**src/rtl/multdiv_pkg.sv**
```systemverilog
// multdiv_pkg: shared FSM state and op encodings for the sequential
// multiply/divide unit.
package multdiv_pkg;

  typedef enum logic [1:0] {
    IDLE = 2'd0,
    RUN  = 2'd1,
    DONE = 2'd2
  } state_t;

  localparam logic OP_MULT = 1'b0;
  localparam logic OP_DIV  = 1'b1;

endpackage

```
**src/rtl/multdiv_iter_step.sv**
```systemverilog
// multdiv_iter_step: one combinational radix-2 iteration on operand magnitudes,
// shift-add for multiply or non-restoring for divide.
module multdiv_iter_step
  import multdiv_pkg::*;
#(
  parameter int WIDTH = 32
) (
  input  logic [WIDTH:0]   i_acc,
  input  logic [WIDTH-1:0] i_part,
  input  logic [WIDTH-1:0] i_opnd,
  input  logic             i_op,
  output logic [WIDTH:0]   o_acc,
  output logic [WIDTH-1:0] o_part
);

  logic [WIDTH:0] w_opnd_ext;
  logic [WIDTH:0] w_mul_sum;
  logic [WIDTH:0] w_div_shl;
  logic [WIDTH:0] w_div_new;

  assign w_opnd_ext = {1'b0, i_opnd};
  assign w_mul_sum  = i_part[0] ? (i_acc + w_opnd_ext) : i_acc;

  // Divide: the partial remainder is a signed (WIDTH+1)-bit value; its sign
  // picks add or subtract and also yields the next quotient bit.
  assign w_div_shl = {i_acc[WIDTH-1:0], i_part[WIDTH-1]};
  assign w_div_new = i_acc[WIDTH] ? (w_div_shl + w_opnd_ext)
                                  : (w_div_shl - w_opnd_ext);

  always_comb begin
    if (i_op == OP_DIV) begin
      o_acc  = w_div_new;
      o_part = {i_part[WIDTH-2:0], ~w_div_new[WIDTH]};
    end else begin
      o_acc  = {1'b0, w_mul_sum[WIDTH:1]};
      o_part = {w_mul_sum[0], i_part[WIDTH-1:1]};
    end
  end

endmodule

```
**src/rtl/multdiv_seq_unit.sv**
```systemverilog
// multdiv_seq_unit: handshaked iterative signed multiply/divide with tagged
// result, exception flag, pipeline stall request and flush.
//
// state | meaning
// IDLE  | waiting for a request
// RUN   | iterating, one step per clock, WIDTH steps in total
// DONE  | result presented and held until result_ready
module multdiv_seq_unit
  import multdiv_pkg::*;
#(
  parameter int WIDTH = 32,
  parameter int TAG_W = 5
) (
  input  logic             clock,
  input  logic             reset,
  input  logic             start_valid,
  output logic             start_ready,
  input  logic             op,
  input  logic [WIDTH-1:0] operand_a,
  input  logic [WIDTH-1:0] operand_b,
  input  logic [TAG_W-1:0] tag_in,
  input  logic             flush,
  output logic             result_valid,
  input  logic             result_ready,
  output logic [WIDTH-1:0] result,
  output logic [TAG_W-1:0] result_tag,
  output logic             exception,
  output logic             stall_req
);

  localparam int                 CNT_W    = $clog2(WIDTH) + 1;
  localparam int                 MAG_W    = 2 * WIDTH + 1;
  localparam logic [CNT_W-1:0]   CNT_LAST = CNT_W'(WIDTH - 1);
  localparam logic [MAG_W-1:0]   MAG_LIM  = MAG_W'(1) << (WIDTH - 1);
  localparam logic [WIDTH-1:0]   ONE_W    = WIDTH'(1);

  state_t           r_state;
  logic [CNT_W-1:0] r_cnt;
  logic             r_op;
  logic             r_neg;
  logic [WIDTH:0]   r_acc;
  logic [WIDTH-1:0] r_part;
  logic [WIDTH-1:0] r_opnd;
  logic [TAG_W-1:0] r_tag;
  logic             r_valid;
  logic [WIDTH-1:0] r_result;
  logic [TAG_W-1:0] r_res_tag;
  logic             r_exc;

  logic             w_start_ready;
  logic             w_accept;
  logic             w_b_zero;
  logic [WIDTH-1:0] w_abs_a;
  logic [WIDTH-1:0] w_abs_b;
  logic [WIDTH:0]   w_acc_nx;
  logic [WIDTH-1:0] w_part_nx;
  logic [MAG_W-1:0] w_mag;
  logic             w_ovf;
  logic [WIDTH-1:0] w_fix;

  assign w_start_ready = !flush && ((r_state == IDLE) ||
                                    (r_state == DONE && result_ready));
  assign w_accept      = start_valid && w_start_ready;
  assign w_b_zero      = (operand_b == '0);
  assign w_abs_a       = operand_a[WIDTH-1] ? (~operand_a + ONE_W) : operand_a;
  assign w_abs_b       = operand_b[WIDTH-1] ? (~operand_b + ONE_W) : operand_b;

  multdiv_iter_step #(.WIDTH(WIDTH)) u_step (
    .i_acc  (r_acc),
    .i_part (r_part),
    .i_opnd (r_opnd),
    .i_op   (r_op),
    .o_acc  (w_acc_nx),
    .o_part (w_part_nx)
  );

  // Final magnitude of the last step; the signed range is asymmetric, so a
  // negative result may reach 2^(WIDTH-1) while a positive one may not.
  assign w_mag = (r_op == OP_DIV) ? {{(WIDTH+1){1'b0}}, w_part_nx}
                                  : {w_acc_nx, w_part_nx};
  assign w_ovf = r_neg ? (w_mag > MAG_LIM) : (w_mag >= MAG_LIM);
  assign w_fix = r_neg ? (~w_mag[WIDTH-1:0] + ONE_W) : w_mag[WIDTH-1:0];

  always_ff @(posedge clock) begin
    if (reset) begin
      r_state   <= IDLE;
      r_cnt     <= '0;
      r_op      <= OP_MULT;
      r_neg     <= 1'b0;
      r_acc     <= '0;
      r_part    <= '0;
      r_opnd    <= '0;
      r_tag     <= '0;
      r_valid   <= 1'b0;
      r_result  <= '0;
      r_res_tag <= '0;
      r_exc     <= 1'b0;
    end else if (flush) begin
      r_state <= IDLE;
      r_valid <= 1'b0;
    end else begin
      case (r_state)
        RUN: begin
          r_acc  <= w_acc_nx;
          r_part <= w_part_nx;
          r_cnt  <= r_cnt + 1'b1;
          if (r_cnt == CNT_LAST) begin
            r_state   <= DONE;
            r_valid   <= 1'b1;
            r_result  <= w_fix;
            r_res_tag <= r_tag;
            r_exc     <= w_ovf;
          end
        end
        IDLE, DONE: begin
          if (w_accept) begin
            r_op  <= op;
            r_neg <= operand_a[WIDTH-1] ^ operand_b[WIDTH-1];
            r_tag <= tag_in;
            r_cnt <= '0;
            r_acc <= '0;
            if (op == OP_DIV) begin
              r_part <= w_abs_a;
              r_opnd <= w_abs_b;
            end else begin
              r_part <= w_abs_b;
              r_opnd <= w_abs_a;
            end
            if (op == OP_DIV && w_b_zero) begin
              r_state   <= DONE;
              r_valid   <= 1'b1;
              r_result  <= '0;
              r_res_tag <= tag_in;
              r_exc     <= 1'b1;
            end else begin
              r_state <= RUN;
              r_valid <= 1'b0;
            end
          end else if (r_state == DONE && result_ready) begin
            r_state <= IDLE;
            r_valid <= 1'b0;
          end
        end
        default: begin
          r_state <= IDLE;
          r_valid <= 1'b0;
        end
      endcase
    end
  end

  assign start_ready  = w_start_ready;
  assign result_valid = r_valid;
  assign result       = r_result;
  assign result_tag   = r_res_tag;
  assign exception    = r_exc;
  assign stall_req    = (r_state == RUN) ||
                        (r_state == DONE && !result_ready) ||
                        (r_state == IDLE && start_valid && !flush);

endmodule

```
**config.mk**
```make
export PLATFORM = sky130hd
export DESIGN_NAME = multdiv_seq_unit
export DESIGN_NICKNAME = d
export VERILOG_FILES = /design/src/rtl/multdiv_pkg.sv /design/src/rtl/multdiv_iter_step.sv /design/src/rtl/multdiv_seq_unit.sv
export SDC_FILE = /design/constraint.sdc
export NUM_CORES = 1
export LEC_CHECK = 0
export CAP_MARGIN = 20
export CORE_MARGIN = 10
export CORE_UTILIZATION = 40
export CTS_CLUSTER_SIZE = 25
export DETAILED_ROUTE_END_ITERATION = 16
export HOLD_SLACK_MARGIN = 0.1
export PLACE_DENSITY = 0.56
export SETUP_SLACK_MARGIN = 0.1
export SKIP_CTS_REPAIR_TIMING = 1
export SLEW_MARGIN = 0
export SYNTH_ARGS = -nofsm -noshare
export SYNTH_HDL_FRONTEND = slang
export SYNTH_SLANG_ARGS = --single-unit
```
**constraint.sdc**
```tcl
create_clock -name clock -period 7.2 [get_ports clock]
set_input_delay 1.44 -clock clock [delete_from_list [all_inputs] [get_ports clock]]
set_output_delay 1.44 -clock clock [all_outputs]
set_load 0.005 [all_outputs]
```
==> summary.txt, run 1 <==
status: finished clean
Worst R2R End: result[30]
WL per Instance: 20.5 µm
CP Buf/Inv Count: 0
syn_nets: 2,025
Worst Skew: 11.8 ps
RSZ-0062 raised after global routing: no
clock slew at reported path FFs: 70 ps
top post-synthesis cells by count: nand2_1, a21oi_1, nor2_1, dfxtp_1, o21ai_0
Root Driver: clkbuf_16
CP Data Required Time: 7500 ps
Slew Limit Fails: 0
Max stage delay on crit path: 550 ps
Antenna diodes: 0
count of cell types in the netlist: 87
nature of the critical path startpoint: flop
Synth Cell Area: 13,700 µm²
global route overflow: 0
Sw Ratio: 35.9%
Min Hold Slack: 455 ps
initial core utilization: 40.7%
Die Area: 42,000 µm²
post-synthesis async set-or-reset flop share: 0%
vias in the first global route: 13,400
I/O Buffers: 115
Post-Syn Instances: 1,879
R2R depth: 23
largest net degree at the start of global routing: 95
gr usage total: 23.1%
CP Capture Type: flop
synth top area cells: dfxtp_1, nand2_1, a21oi_1
r2r setup slk: 1070 ps
I/O Pins: 116
Post-DRT Antenna Nets: 0
Power per Cell Area: 169 nW/µm²
Most used DFF post-synth: dfxtp_1
Die X: 205 µm
Die Ht: 205 µm
Max Cap Viol: 0
latest clock arrival within the worst-skew pair: 440 ps
crit path kind: flop to flop
maximum clock rate: 163 MHz
H-tree Lvls: 4
Final Instance Area: 15,700 µm²
register area share after synthesis: 21.9%
sequential power share: 34.2%
CTS sink count: 150
Max FO, Critical Path: 7
internal power: 1710 µW
Avg Inst Size Synth: 7.28 µm²
DRT iter0 DRCs: 1,066
Synthesis Warnings: 0
Top delay family on crit path: simple AND/OR/NAND/NOR gates
Clock Path Buffers: 2
first-pass GRT wire length: 76,800 µm
min-delay src: r_tag[1]
Clk network pwr share: 34.5%
Final Critical Period: 6130 ps
Comb pwr share: 31.4%
setup_tns: 0 ps
worst slew pin tran: 1160 ps
Worst Hold Depth: 2
largest vdd supply drop: 0.000119 V
placer congestion estimate: 0.928
Crit path depth: 23
cells along the critical path: nor4_1 > nand2_1 > nor4_1 > and2_1 > a21oi_1 > xor2_1 > ha_1 > a21o_1 > a211oi_1 > o21ai_0 > a31o_2 > a31o_1 > xnor2_2 > mux2_2 > ha_1 > o21ai_0 > nor4_1 > o2111ai_1 > or2_2 > o21ai_0 > xor2_1 > a22oi_1 > nor2_1
top-area cell type share of the netlist area: 21.9%
area grow syn2layout: 15.1%
HPWL Detailed: 38,100 µm
final WL: 48,900 µm
leakage power: 0.00592 µW
core area: 33,600 µm²
Placement Rows: 67
via/cell ratio: 5.86
CTS buffer count: 17
Relative slew margins: 22.5%
Hold Path End: r_tag[1]
number of synthesized flops with an enable pin: 0
Remaining DRCs: 0
via count: 14,000
initial antenna violation count: 0
critical path's slowest cell: nor4_1
worst min path class: flop to flop
layout cell share with drive strength beyond 1: 5.37%
layout net count: 2,071
DR pass1 iterations: 5
final period utilization: 85.2%
Worst EP arrival: 6440 ps
NetSw: 957 µW
Synth Register Bits: 150
Fillers: 3,437
Final Hold Fails: 0
Final setup viols: 0
most numerous cell in the Yosys netlist: nand2_1
Cell Area, Placed: 15,100 µm²
area leader, netlist: dfxtp_1
R2R Path Start: r_opnd[15]
TritonCTS clock tree: built
==> sequential cells by signal (all words and copies together) (netlist names) <==
register    count
r_neg           1
r_state         2
r_part         32
r_tag           5
result         32
r_opnd         32
exception       1
r_cnt           6
r_op            1
result_tag      5
r_acc          33
==> per-stage QoR <==
step	worst slack (ps)	total power (µW)	std cells	utilization, %
global placement	1280	1750	2353	45.0
detailed placement	1180	1750	2353	45.0
floorplan	1990	1500	1879	-
finish	1070	2670	2385	46.8
global route	271	2810	2385	46.8
CTS	1140	2670	2384	46.8
==> cell type report <==
class / count / area, µm² / area share [%]
clock buffer: 19 / 443 / 2.81
inverter: 50 / 188 / 1.19
tap: 448 / 561 / 3.56
sequential: 150 / 3010 / 19.1
timing repair buffer: 137 / 1330 / 8.44
multi-input combinational: 1569 / 10100 / 64.0
clock inverter: 12 / 145 / 0.922
==> metal layers <==
metal	global-route usage, %	routed length, µm	share of wire (%)
met5	0	0	0
met4	7.61	1300	2.7
met3	3.65	2390	4.9
met2	37.2	22700	46
met1	30.7	22600	46
==> cells by family (layout without fill, tap and decap cells) <==
group           count (synthesis)  count (layout)  share of synthesized area [%]
compound gates                596             596                           28.1
xor+xnor                      164             164                           10.6
fa+ha+maj                      71              71                           6.60
buf+inv                       160             218                           4.54
flops                         150             150                           21.9
mux                            81              81                           6.01
simple gates                  657             657                           22.2
==> power groups by stage <==
stage	combinational, µW	sequential, µW	clock (µW)
after global placement	822	930	0
after detailed placement	821	931	0
after global routing	929	914	970
final	836	911	920
after floorplan	598	902	0
after CTS	826	912	935
==> worst max path at each step <==
stage                             to       start
final                     result[30]  r_opnd[15]
after global routing       exception  r_opnd[15]
after CTS                 result[30]  r_opnd[15]
after detailed placement  result[30]  r_opnd[15]
after global placement    result[30]  r_opnd[15]
after floorplan            exception   r_opnd[6]
==> placed cells by master, fill, tap and decap left out, types with 27 or more instances in the layout <==
master / instances
nor3_1: 59
nand2_1: 248
a21oi_1: 178
mux2i_1: 72
a21o_1: 27
clkdlybuf4s50_1: 113
xor2_1: 85
o211ai_1: 40
nand3_1: 29
inv_1: 50
o21ai_0: 131
a211oi_1: 34
xnor2_1: 77
ha_1: 69
nor2_1: 173
dfxtp_1: 147
==> worst reg2reg max path, cell delays in order, from the launching register on <==
cell	delay [ps]
dfxtp_1	370
nor4_1	550
nand2_1	190
nor4_1	450
and2_1	250
a21oi_1	90
xor2_1	150
ha_1	370
a21o_1	220
a211oi_1	230
o21ai_0	120
a31o_2	230
a31o_1	210
xnor2_2	250
mux2_2	240
ha_1	170
o21ai_0	160
nor4_1	460
o2111ai_1	350
or2_2	410
o21ai_0	220
xor2_1	100
a22oi_1	170
nor2_1	50
No activity file was read; power rests on OpenSTA's default activity.
==> run 2, diff against run 1 <==
--- a/config.mk
+++ b/config.mk
@@ -14,7 +14,7 @@
 export PLACE_DENSITY = 0.56
 export SETUP_SLACK_MARGIN = 0.1
 export SKIP_CTS_REPAIR_TIMING = 1
-export SLEW_MARGIN = 0
+export SLEW_MARGIN = 40
 export SYNTH_ARGS = -nofsm -noshare
 export SYNTH_HDL_FRONTEND = slang
 export SYNTH_SLANG_ARGS = --single-unit
==> run 2 against run 1 <==
Compared with the run above: clock-buffer cell count rose by 1; via count shrank 0.67%; clock power is 8.2% higher; final cell count stayed put; highest routed layer unchanged; register-to-register slack is essentially flat; maximum frequency fell by 0.12%.
==> summary.txt, run 2 (synthesized netlist as in run 1, its figures left out) <==
status: finished clean
NetSw: 958 µW (+0.12%)
DRT iter0 DRCs: 1,039 (-2.5%)
Remaining DRCs: 0 (unchanged)
Clock Path Buffers: 2 (unchanged)
final period utilization: 85.3% (+0.10 points)
commonest non-fill, non-tap cell in the layout: nand2_1
first-pass GRT wire length: 76,900 µm (+0.13%)
commonest cells after routing, fill and taps aside: nand2_1, a21oi_1, nor2_1, dfxtp_1, o21ai_0
Root Driver: clkbuf_16
initial core utilization: 40.7% (unchanged)
setup_tns: 0 ps (unchanged)
Worst Skew: 10.4 ps (-1.42 ps)
area grow syn2layout: 15.3%
Hold Path End: result[31]
core area: 33,600 µm² (unchanged)
CTS sink count: 150 (unchanged)
maximum clock rate: 163 MHz (-0.12%)
Final Core Density: 46.9% (+0.11 points)
largest vdd supply drop: 0.000121 V (+1.9%)
WL per Instance: 20.6 µm (+0.17%)
clock slew at reported path FFs: 70 ps (about the same)
R2R Path Start: r_opnd[15]
Antenna diodes: 0 (unchanged)
layout net count: 2,070 (-0.048%)
Worst Hold Depth: 2 (unchanged)
Final Critical Period: 6140 ps (+7.27 ps)
worst min path class: flop to flop
placer congestion estimate: 0.928 (unchanged)
sequential power share: 33.3% (-0.9 points)
initial antenna violation count: 0 (unchanged)
I/O Buffers: 115 (unchanged)
Clk network pwr share: 36.3% (+1.8 points)
Power per Cell Area: 174 nW/µm² (+2.5%)
crit path kind: flop to flop
r2r setup slk: 1060 ps (about the same)
Worst EP arrival: 6470 ps (+30 ps)
Comb pwr share: 30.3% (-1.1 points)
Slew Limit Fails: 0 (unchanged)
TritonCTS clock tree: built
CTS buffer count: 17 (unchanged)
global route overflow: 0 (unchanged)
Relative slew margins: 44.6% (+22 points)
Worst R2R End: exception
R2R depth: 23 (unchanged)
layout cell share with drive strength beyond 1: 5.52% (+0.15 points)
Final setup viols: 0 (unchanged)
Max Cap Viol: 0 (unchanged)
via count: 13,900 (-0.67%)
Die Ht: 205 µm (unchanged)
CP Capture Type: flop
via/cell ratio: 5.82 (-0.67%)
CP Data Required Time: 7530 ps (+30 ps)
max FFs per register: 33 (unchanged)
Placement Rows: 67 (unchanged)
largest net degree at the start of global routing: 95 (unchanged)
HPWL Detailed: 38,100 µm (about the same)
nature of the critical path startpoint: flop
H-tree Lvls: 4 (unchanged)
Final Hold Fails: 0 (unchanged)
worst slew pin tran: 828 ps (-331 ps)
internal power: 1780 µW (+4.2%)
Max FO, Critical Path: 7 (unchanged)
final WL: 49,000 µm (+0.17%)
Die Area: 42,000 µm² (unchanged)
RSZ-0062 raised after global routing: no
leakage power: 0.00594 µW (+0.39%)
Die X: 205 µm (unchanged)
I/O Pins: 116 (unchanged)
min-delay src: result[31]
gr usage total: 23.1% (about the same)
latest clock arrival within the worst-skew pair: 440 ps (about the same)
Top reg by flops: r_acc
vias in the first global route: 13,400 (+0.28%)
Sw Ratio: 35.0% (-0.91 points)
DR pass1 iterations: 5 (unchanged)
Post-DRT Antenna Nets: 0 (unchanged)
[run 2: cell count changes in the layout (fill, tap and decap cells not counted), sizes merged]
cell      before  now
clkbuf        19   20
buf           24   23
clkinv         2    3
clkinvlp       3    0
bufinv         2    4
[run 2: critical path: stages (launching register included)]
cell and delay, ps:
dfxtp_1 360, nor4_1 560, nand2_1 190, nor4_1 470, and2_1 250, a21oi_1 90, xor2_1 150, ha_1 370
a21o_1 220, a211oi_1 220, o21ai_0 120, a31o_2 230, a31o_1 210, xnor2_2 260, mux2_2 250, ha_1 170
o21ai_0 150, nor4_1 460, o21ai_0 250, nor4_1 340, nand2_1 90, nor3_1 210, o221ai_1 130, o221a_2 280
[run 2: worst max path at each step]
stage | cells past startpoint | to | slack (ps) | start
6_report | 23 | exception | 1060 | r_opnd[15]
5_1_grt | 23 | result[26] | 220 | r_opnd[15]
4_1_cts | 23 | result[30] | 1140 | r_opnd[15]
3_5_place_dp | 23 | result[30] | 1200 | r_opnd[15]
3_3_place_gp | 23 | result[30] | 1280 | r_opnd[15]
2_1_floorplan | 24 | exception | 1990 | r_opnd[6]
[run 2: power groups by stage]
stage	combinational [µW]	sequential, µW	clock [µW]
after CTS	826	912	1010
final	830	913	995
after global routing	924	918	1040
after global placement	822	930	0
after floorplan	598	902	0
after detailed placement	822	931	0
[run 2: layout make-up]
class,instances,area (µm²)
fillers,3407,17800
multi-input cells,1569,10100
flip-flops and latches,150,3010
repair buffers,136,1310
well taps,448,561
clock buffers,20,447
clock inverters,12,191
inverters,50,188
[run 2: per-layer routing]
| layer | GRT usage (%) | up-vias | share of wire [%] |
|---|---|---|---|
| met5 | 0 | - | 0 |
| li1 | - | 6920 | - |
| met1 | 30.3 | 6539 | 46 |
| met3 | 3.78 | 68 | 5.2 |
| met2 | 37.4 | 362 | 46 |
| met4 | 8.11 | 0 | 2.9 |
[run 2: per-stage QoR]
step	cells	total power (µW)	hold WS (ps)	setup WS (ps)	area [µm²]
final	2385	2740	452	1060	15800
after global routing	2385	2880	480	223	15800
after CTS	2385	2750	457	1140	15800
after detailed placement	2353	1750	447	1200	15100
after global placement	2353	1750	443	1280	15100
after floorplan	1879	1500	436	1990	13700
==> run 3, diff against run 2 <==
--- a/config.mk
+++ b/config.mk
@@ -8,10 +8,12 @@
 export CAP_MARGIN = 20
 export CORE_MARGIN = 10
 export CORE_UTILIZATION = 40
+export CTS_BUF_LIST = sky130_fd_sc_hd__clkbuf_4 sky130_fd_sc_hd__clkbuf_8
 export CTS_CLUSTER_SIZE = 25
 export DETAILED_ROUTE_END_ITERATION = 16
 export HOLD_SLACK_MARGIN = 0.1
 export PLACE_DENSITY = 0.56
+export REMOVE_ABC_BUFFERS = 1
 export SETUP_SLACK_MARGIN = 0.1
 export SKIP_CTS_REPAIR_TIMING = 1
 export SLEW_MARGIN = 40
==> run 3 against run 2 <==
Compared with the run above: sequential power is 0.7% lower; worst hold slack gained 7.6 ps; critical path depth is the same; non-clock buffer count unchanged; maximum frequency down 1.7%; utilization fell by 0.81 points; clock power shrank 39%.
==> summary.txt, run 3 (synthesized netlist as in run 1, its figures left out) <==
max FFs per register: 33 (unchanged)
WL per Instance: 19.6 µm (-4.8%)
Final Critical Period: 6240 ps (+104 ps)
largest net degree at the start of global routing: 96 (+1.1%)
final period utilization: 86.7% (+1.4 points)
layout cell share with drive strength beyond 1: 5.63% (+0.10 points)
status: finished clean
Post-DRT Antenna Nets: 0 (unchanged)
global route overflow: 0 (unchanged)
GR Util met3: 2.94% (-0.84 points)
Die Ht: 205 µm (unchanged)
Top reg by flops: r_acc
largest vdd supply drop: 0.000101 V (-17%)
Worst EP arrival: 6600 ps (+130 ps)
Root Driver: clkbuf_8
CP dominant cell by count: o21ai_0
DR pass1 iterations: 6 (+1)
r2r setup slk: 960 ps (-100 ps)
gr usage total: 21.7% (-1.3 points)
leakage power: 0.00580 µW (-2.3%)
crit path kind: flop to flop
Final Core Density: 46.1% (-0.81 points)
Power per Cell Area: 151 nW/µm² (-13%)
maximum clock rate: 160 MHz (-1.7%)
CTS sink count: 150 (unchanged)
cells along the critical path: nor4_1 > nand2_1 > nor4_1 > and2_1 > nor2b_1 > a21oi_1 > xor2_1 > ha_1 > o21ai_0 > nand2_1 > a31o_2 > a31o_1 > xnor2_2 > mux2_2 > ha_1 > o21ai_0 > nor4_2 > o2111ai_1 > or2_2 > o21ai_0 > xor2_1 > a22oi_1 > nor2_1
latest clock arrival within the worst-skew pair: 480 ps (+40 ps)
clock slew at reported path FFs: 90 ps (+20 ps)
M1 GR Usage: 30.5% (+0.18 points)
area grow syn2layout: 13.4%
TritonCTS clock tree: built
commonest non-fill, non-tap cell in the layout: nand2_1
Die Area: 42,000 µm² (unchanged)
placer congestion estimate: 0.897 (-3.3%)
I/O Pins: 116 (unchanged)
vias in the first global route: 12,900 (-3.7%)
CP Data Required Time: 7550 ps (+20 ps)
Clock Path Buffers: 2 (unchanged)
Slew Limit Fails: 0 (unchanged)
Die X: 205 µm (unchanged)
Max stage delay on crit path: 540 ps (-20 ps)
RSZ-0062 raised after global routing: no
worst min path class: flop to flop
nature of the critical path startpoint: flop
gr busiest metal: met2
Placement Rows: 67 (unchanged)
I/O Buffers: 115 (unchanged)
initial core utilization: 40.7% (unchanged)
commonest cells after routing, fill and taps aside: nand2_1, a21oi_1, nor2_1, dfxtp_1, o21ai_0
Final Hold Fails: 0 (unchanged)
via/cell ratio: 5.77 (-0.91%)
CP Capture Type: flop
Final setup viols: 0 (unchanged)
final WL: 46,700 µm (-4.8%)
critical path's slowest cell: nor4_1
HPWL Detailed: 35,500 µm (-7.0%)
initial antenna violation count: 2 (+2)
H-tree Lvls: 4 (unchanged)
first-pass GRT wire length: 73,500 µm (-4.4%)
Worst Skew: 12.8 ps (+2.42 ps)
CTS buffer count: 17 (unchanged)
DRT iter0 DRCs: 1,110 (+6.8%)
Relative slew margins: 45.6% (+0.95 points)
Global Route met2 Usage: 34.1% (-3.3 points)
Min Hold Slack: 460 ps (+7.56 ps)
Remaining DRCs: 0 (unchanged)
Max FO, Critical Path: 8 (+1)
via count: 13,800 (-0.86%)
worst slew pin tran: 816 ps (-12.0 ps)
setup_tns: 0 ps (unchanged)
core area: 33,600 µm² (unchanged)
Max Cap Viol: 0 (unchanged)
layout net count: 2,070 (unchanged)
run 3: cell types whose count changed in the layout (fill, tap and decap cells not counted), sizes merged:
cell / before / now
diode: 0 / 1
bufinv: 4 / 0
clkinv: 3 / 6
clkbuf: 20 / 18
clkinvlp: 0 / 4
inv: 55 / 54
run 3: per-stage QoR:
stage | std cells | power (µW) | setup slack (ps) | instance area (µm²)
finish | 2386 | 2340 | 956 | 15500
global route | 2385 | 2490 | 230 | 15500
CTS | 2385 | 2350 | 700 | 15500
detailed placement | 2353 | 1730 | 749 | 15100
global placement | 2353 | 1740 | 910 | 15100
floorplan | 1769 | 1470 | 1880 | 13200
run 3: layer usage:
layer | part of all wire (%) | up-vias | wire, µm
met2 | 44 | 342 | 20800
met5 | 0.028 | - | 13
met3 | 4.7 | 41 | 2170
li1 | - | 6904 | -
met4 | 1.9 | 2 | 893
met1 | 49 | 6480 | 22800
run 3: path summary, 6_finish.rpt:
kind | end | cells after the start | start
max | result[26] | 23 | r_opnd[15]
min reg2reg | r_tag[4] | 2 | r_tag[4]
max reg2reg | result[26] | 23 | r_opnd[15]
min | r_tag[4] | 2 | r_tag[4]
run 3: cell type report:
type	count	area, µm²
fill	3448	18100
multi-input combinational	1569	10100
sequential	150	3010
timing repair buffer	136	1320
tap	448	561
clock buffer	18	241
inverter	50	188
clock inverter	14	104
antenna	1	2.50
run 3: power by group:
| part | switching, µW | internal [µW] | total, µW |
|---|---|---|---|
| Sequential | 49.5 | 857 | 907 |
| Combinational | 498 | 325 | 823 |
| Clock | 364 | 244 | 608 |
| Total | 911 | 1430 | 2340 |
run 3: worst max-delay path: cells and delay by family, from the launching register on:
kind	cells	cell delay [ps]
multiplexers	1	290
AO/OA/AOI/OAI	8	1610
XOR/XNOR	3	640
AND/OR/NAND/NOR	9	2660
flip-flops	1	370
adder cells (fa/ha/maj)	2	540
